File: src/rtl/ps2_kbd_capture.sv
// ps2_kbd_capture: PS/2 keyboard frame receiver with key tracking.
// Receives 11-bit PS/2 frames, decodes make/break sequences, holds the last
// pressed key and a mod-256 press count, and slices both into hex nibbles
// that feed 7-segment decoders directly.
// Optional feature: define PS2_TIMEOUT_EN to enable a watchdog that drops a
// partial frame after TIMEOUT_CYC clk cycles without a ps2_clk falling edge.
module ps2_kbd_capture #(
    parameter int TIMEOUT_CYC = 50000
) (
    input  logic       clk,
    input  logic       rst,
    input  logic       ps2_clk,
    input  logic       ps2_data,
    output logic [7:0] key_code,
    output logic       key_valid,
    output logic [7:0] press_cnt,
    output logic [3:0] code_lo,
    output logic [3:0] code_hi,
    output logic [3:0] cnt_lo,
    output logic [3:0] cnt_hi,
    output logic       rx_err
);

    typedef enum logic [1:0] {
        ST_IDLE  = 2'd0,
        ST_HELD  = 2'd1,
        ST_BREAK = 2'd2
    } state_t;

    // Elaboration-time sanity check on the watchdog length.
    if (TIMEOUT_CYC < 1) begin : g_bad_timeout
        $error("TIMEOUT_CYC must be at least 1");
    end

    // Handshake note: frame_ok is a single-cycle valid strobe with no ready;
    // the decode FSM consumes rx_byte in exactly the cycle frame_ok is high.

    logic [2:0] clk_sync;
    logic [1:0] data_sync;
    logic       fall;
    logic       bit_in;
    logic [3:0] bit_idx;
    logic [9:0] shreg;
    logic       frame_good;
    logic       frame_ok;
    logic [7:0] rx_byte;
    logic       drop;

    state_t     state, state_n;
    logic [7:0] key_code_n;
    logic       key_valid_n;
    logic [7:0] press_cnt_n;

    // Synchronise the raw PS/2 pins into the clk domain.
    always_ff @(posedge clk or posedge rst) begin
        if (rst) begin
            clk_sync  <= 3'b000;
            data_sync <= 2'b00;
        end else begin
            clk_sync  <= {clk_sync[1:0], ps2_clk};
            data_sync <= {data_sync[0], ps2_data};
        end
    end

    assign fall   = clk_sync[2] & ~clk_sync[1];
    assign bit_in = data_sync[1];

    // shreg holds b0 (start) in bit 0 through b9 (parity) in bit 9 once ten
    // bits have been shifted in; bit_in is the stop bit at index 10.
    assign frame_good = ~shreg[0] & bit_in & (^shreg[9:1]);

`ifdef PS2_TIMEOUT_EN
    localparam int CNT_W = $clog2(TIMEOUT_CYC + 1);
    logic [CNT_W-1:0] idle_cnt;

    // Count clk cycles since the last ps2_clk falling edge, saturating.
    always_ff @(posedge clk or posedge rst) begin
        if (rst) begin
            idle_cnt <= '0;
        end else if (fall) begin
            idle_cnt <= '0;
        end else if (idle_cnt != CNT_W'(TIMEOUT_CYC)) begin
            idle_cnt <= idle_cnt + 1'b1;
        end
    end

    assign drop = (idle_cnt == CNT_W'(TIMEOUT_CYC)) && (bit_idx != 4'd0);
`else
    assign drop = 1'b0;
`endif

    // Shift in frame bits on each falling edge and validate on the stop bit.
    always_ff @(posedge clk or posedge rst) begin
        if (rst) begin
            bit_idx  <= 4'd0;
            shreg    <= 10'd0;
            frame_ok <= 1'b0;
            rx_err   <= 1'b0;
            rx_byte  <= 8'd0;
        end else begin
            frame_ok <= 1'b0;
            rx_err   <= 1'b0;
            if (fall) begin
                if (bit_idx == 4'd10) begin
                    bit_idx <= 4'd0;
                    if (frame_good) begin
                        frame_ok <= 1'b1;
                        rx_byte  <= shreg[8:1];
                    end else begin
                        rx_err <= 1'b1;
                    end
                end else begin
                    shreg   <= {bit_in, shreg[9:1]};
                    bit_idx <= bit_idx + 4'd1;
                end
            end else if (drop) begin
                bit_idx <= 4'd0;
            end
        end
    end

    // Decode FSM state and key-tracking registers.
    always_ff @(posedge clk or posedge rst) begin
        if (rst) begin
            state     <= ST_IDLE;
            key_code  <= 8'd0;
            key_valid <= 1'b0;
            press_cnt <= 8'd0;
        end else begin
            state     <= state_n;
            key_code  <= key_code_n;
            key_valid <= key_valid_n;
            press_cnt <= press_cnt_n;
        end
    end

    // Make/break decode; E0 extended prefixes are ignored in every state.
    always_comb begin
        state_n     = state;
        key_code_n  = key_code;
        key_valid_n = key_valid;
        press_cnt_n = press_cnt;
        if (frame_ok && rx_byte != 8'hE0) begin
            case (state)
                ST_IDLE: begin
                    if (rx_byte == 8'hF0) begin
                        state_n = ST_BREAK;
                    end else begin
                        key_code_n  = rx_byte;
                        key_valid_n = 1'b1;
                        press_cnt_n = press_cnt + 8'd1;
                        state_n     = ST_HELD;
                    end
                end
                ST_HELD: begin
                    if (rx_byte == 8'hF0) begin
                        state_n = ST_BREAK;
                    end else if (rx_byte != key_code) begin
                        key_code_n  = rx_byte;
                        press_cnt_n = press_cnt + 8'd1;
                    end
                end
                ST_BREAK: begin
                    if (rx_byte == key_code) begin
                        key_valid_n = 1'b0;
                        state_n     = ST_IDLE;
                    end else begin
                        state_n = key_valid ? ST_HELD : ST_IDLE;
                    end
                end
                default: state_n = ST_IDLE;
            endcase
        end
    end

    assign code_lo = key_code[3:0];
    assign code_hi = key_code[7:4];
    assign cnt_lo  = press_cnt[3:0];
    assign cnt_hi  = press_cnt[7:4];

endmodule

File: config.mk
export PLATFORM = sky130hd
export DESIGN_NAME = ps2_kbd_capture
export DESIGN_NICKNAME = d
export VERILOG_FILES = /design/src/rtl/ps2_kbd_capture.sv
export SDC_FILE = /design/constraint.sdc
export NUM_CORES = 1
export LEC_CHECK = 0
export CAP_MARGIN = 10
export CORE_MARGIN = 2
export CORE_UTILIZATION = 52
export DETAILED_ROUTE_END_ITERATION = 10
export PLACE_DENSITY = 0.79
export SETUP_SLACK_MARGIN = 0.2
export SLEW_MARGIN = 20
export SYNTH_ARGS = -nofsm -noshare
export SYNTH_HDL_FRONTEND = slang
export SYNTH_SLANG_ARGS = --single-unit
File: constraint.sdc
create_clock -name clk -period 2.6 [get_ports clk]
set_input_delay 0.78 -clock clk [delete_from_list [all_inputs] [get_ports clk]]
set_output_delay 0.78 -clock clk [all_outputs]
set_load 0.05 [all_outputs]
-- After elaboration in Yosys (flattened, before gate mapping)
Index checks and enable logic that the tools add are counted.
- output and inout port bits: 34
- bits in latches: 0
- bits of input ports: 4
- register bits after elaboration: 48
- memories: 0
- bits in writable memories: 0
- bits in read-only memories: 0
- logic and storage cells: 64
- $add $sub $neg: 2
- muxes and demuxes: 23
- multiply operators: 0
- shift operators: 0
- reduce and logical (&&, ||, !) cells: 10
- div/mod/pow operators: 0
- order comparisons: 0
- eq/ne operators: 12
- bitwise operators: 6
- operator list (operator ; number):
    8-bit 2-to-1 mux ; 6
    8-bit one-hot mux with 2 select lines ; 2
    1-bit 2-to-1 mux ; 10
    2-bit != test, second input constant ; 5
    9-bit parity ; 1
    8-bit by 1-bit adder with 8-bit output, second input constant ; 1
    8-bit equality test ; 1
    8-bit equality test, second input constant ; 1
    8-bit != test ; 1
    8-bit != test, second input constant ; 1
    2-bit one-hot mux with 3 select lines ; 1
    5-bit AND reduction ; 1
    4-bit by 1-bit adder with 4-bit output, second input constant ; 1
    4-bit equality test, second input constant ; 1
    2-bit 2-to-1 mux ; 2
    4-bit 2-to-1 mux ; 1
    2-bit AND reduction ; 2
    4-bit AND reduction ; 1
    2-bit nonzero test ; 2
    1-bit AND ; 3
    1-bit NOT ; 3
    3-bit AND reduction ; 1
    2-bit by 1-bit equality test with 1-bit output, second input constant ; 1
    2-bit equality test, second input constant ; 1
    other kinds (3) ; 3

-- Depth between registers and ports, before layout
- depth in word-level cells: 6
- depth in mapped cells: 7
- depth with buffers taken out: 5

-- Worst setup path after synthesis
No wires, ideal clock.
- path type: flip-flop to flip-flop
- start point: register key_code[7]
- end point: register key_code[0]
- library setup time: 125 ps
- arrival time: 1856 ps
- path buffers: 2
- cell stages (with the launch flop): 7
- period minus slack after synthesis: 1980 ps
- slack: 620 ps
- required time: 2475 ps
- cells stage by stage: dfrtp_1 xnor2_1 nand4_1 o311a_1 buf_2 buf_2 mux2_2
- word-level cells in the longest chain between the ends: 3
- RTL lines (item ; line ; source):
    start, declared ; 14 ; output logic [7:0] key_code,
    start signal, assigned ; 131 ; key_code <= key_code_n;
    8-bit != test ; 158 ; end else if (rx_byte != key_code) begin
    2-bit != test (no source line) ; -- ;
    5-bit AND reduction (no source line) ; -- ;
Every way passes these cells.
A chain may end at the register's enable or synchronous reset.

-- Worst setup path after layout
- start point: register key_code[0]
- end point: output key_code[0]
No word-level cell between the ends.

==> summary.md <==
| Metric | Value |
|---|---|
| Vias in the first global route | 1368 |
| Final Cycle Share | 90.7% |
| Rel. slew slack | 55.8% |
| Post-CTS setup buffers | 0 |
| WL/cell | 15.0 um |
| Via/cell ratio | 5.38 |
| Routed WL | 3710 um |
| Post-synth EDFFs | 0 |
| Root Buffer | clkbuf_8 |
| GR Overflow Total | 0 |
| Max frequency | 424 MHz |
| Count of pins over their slew limit | 0 |
| Period minus WS final | 2.36 ns |
| Starting Density | 54.4% |
| Worst hold start | clk_sync[0] |
| Post-synth top flop | dfrtp_1 |
| Most common cell in the netlist | dfrtp_1 |
| Buffers & Inverters on Critical Path | 1 |
| DR DRC count | 0 |
| Final core occ | 66.0% |
| Fin. Hold Viols | 0 |
| Layout fillers | 295 |
| Skew final | 0.00609 ns |
| Yosys warns | 0 |
| Cells on worst reg2reg path | 5 |
| RR Startpoint | shreg[8] |
| Syn-to-layout area delta | 21.4% |
| Top-area cell type share of the netlist area | 55.2% |
| Clk Latency, worst-skew pair | 0.30 ns |
| Distinct cell type count after synthesis | 25 |
| Hold Crit Depth | 0 |
| Fin area | 0.00264 sq mm |
| Initial antenna violation count | 0 |
| Final setup violation count | 0 |
| Largest net degree at the start of global routing | 49 |
| Rows | 23 |
| Mapped Cells | 170 |
| Power per Cell Area | 917 mW/mm^2 |
| CP peak stage delay | 0.83 ns |
| Max VDD drop | 995 uV |
| Core area | 0.00400 sq mm |
| Max_cap viols | 0 |
| Critical Path Stages | 1 |
| Status | finished clean |
| Die area | 0.00471 sq mm |
| H-tree levels | 2 |
| Crit path from | key_code[0] |
| Die height | 68.7 um |
| Vias after detailed routing | 1334 |
| Hold Path Class | register to register |
| Worst-path cell chain | clkdlybuf4s50_1 |
| CTS tree | built |
| P_leak | 1.34 nW |
| RSZ-0062 raised after global routing | no |
| Gr usage total | 19.1% |
| Reg clk slew, reported paths | 0.09 ns |
| Setup CP Type | register to output port |
| Area of the multi-input gates | 832 sq um |
| Largest cells by area after synthesis | dfrtp_1 (55%), mux2_2 (15%), xnor2_1 (7.7%) |
| Global-route wire length before repair | 6470 um |
| Worst slew pin tran | 0.663 ns |
| CP Launch Type | register |
| I/O pin total | 38 |
| WHS Endpoint | clk_sync[1] |
| Pre-antenna DRT Iters | 4 |
| Post-synth top area cell | dfrtp_1 |
| Async set or reset register ratio after synthesis | 100% |
| FF-to-FF setup slack | 0.54 ns |
| Antenna-violating nets left | 0 |
| Proportion of synthesized chip area in sequential cells | 55.2% |
| Top cells by count, synth | dfrtp_1 (48), mux2_2 (29), xnor2_1 (19), buf_4 (16), nand2_1 (10) |
| Port Buffers | 37 |
| Starting DRC count in detailed routing | 75 |
| Area after DPL | 0.00250 sq mm |
| Crit path max-delay family | buffers and inverters |
| Net Count, Synth | 175 |
| Fraction of layout cells with a size suffix above 1 | 20.7% |
| Clock sink total | 48 |
| Diodes inserted | 0 |
| Hold_buf cts | 0 |
| Final Wtd Congestion | 0.808 |
| Detailed placement HPWL | 2610 um |
| Critical Path End Type | output port |
| TNS Setup | 0 ns |
| Die Wd | 68.7 um |
| Nets | 202 |
| Req. time, crit path | 1.82 ns |
| Number of synthesized register bits | 48 |
| Register Area | 0.00120 sq mm |
| WP data arrival | 1.58 ns |
| Reg2reg end | rx_byte[3] |
| Clock buffer depth | 2 |
| Critical-path top delay cell | clkdlybuf4s50_1 |
| Total CTS buffers | 5 |
| Max Fanout on Critical Path | 4 |
| Post-Syn Area | 0.00217 sq mm |
| Syn avg cell area | 12.8 sq um |
-- stage by stage --
step | power [mW] | worst slack, ns | hold slack (ns) | instances
floorplan | 1.74 | 0.620 | 0.331 | 170
global placement | 1.87 | 0.583 | 0.331 | 240
detailed placement | 1.92 | 0.553 | 0.337 | 240
CTS | 2.45 | 0.217 | 0.358 | 248
global route | 2.59 | 0.196 | 0.367 | 248
finish | 2.42 | 0.243 | 0.356 | 248
-- routing by layer --
layer | part of all wire, % | track usage (%) | up-vias
li1 | - | - | 624
met1 | 41 | 23.3 | 667
met2 | 52 | 32.2 | 38
met3 | 5.5 | 5.36 | 5
met4 | 1.2 | 7.25 | 0
met5 | 0 | 0 | -
-- cell type report --
cell class | count | share of cell area, %
clock inverter | 3 | 1.61
timing repair buffer | 39 | 16.1
tap | 50 | 2.37
inverter | 2 | 0.284
clock buffer | 5 | 2.61
multi-input combinational | 101 | 31.5
sequential | 48 | 45.5
-- cells in the final DEF (no fill, tap or decap), types with 2 or more instances in the layout --
cell	count
nand2b_1	2
clkbuf_8	5
nand4_1	7
nor2b_1	5
nor3b_1	2
and3_1	2
xor2_1	3
a21oi_1	2
mux2_2	29
o21ai_0	6
xnor2_1	19
o311a_1	2
nor2_1	5
dfrtp_1	48
dlymetal6s2s_1	11
clkdlybuf4s50_1	26
nand2_1	10
-- worst max-delay path by stage --
stage,slack (ns),endpoint
after floorplan,0.62,key_code[0]
after global placement,0.58,press_cnt[3]
after detailed placement,0.55,rx_byte[3]
after CTS,0.22,press_cnt[4]
after global routing,0.20,code_lo[1]
final,0.24,key_code[0]
-- report_power, final --
part	switching (mW)	internal, mW
Combinational	0.399	0.404
Sequential	0.183	0.911
Clock	0.241	0.284
Total	0.824	1.60
-- sequential cells by signal, summed over array words and instances (netlist names), 2 cells and up --
name	cells
rx_byte	8
press_cnt	8
clk_sync	3
key_code	8
data_sync	2
bit_idx	4
shreg	10
state	2
-- logic make-up after synthesis --
kind of cell	synth area share [%]
xor gates and xnor gates	9.90
AOI/OAI and AO/OA	3.51
muxes	15.0
adders and majority gates	0.575
buffers and inverters	6.50
DFF	55.2
and+or+nand+nor	9.26
-- timing repair --
action                                  CTS  global route
endpoints found under the setup margin    0            14
resized for setup                         0            11
endpoints found under the hold margin     0             0
Note: power is estimated with default switching activity, not from simulation.
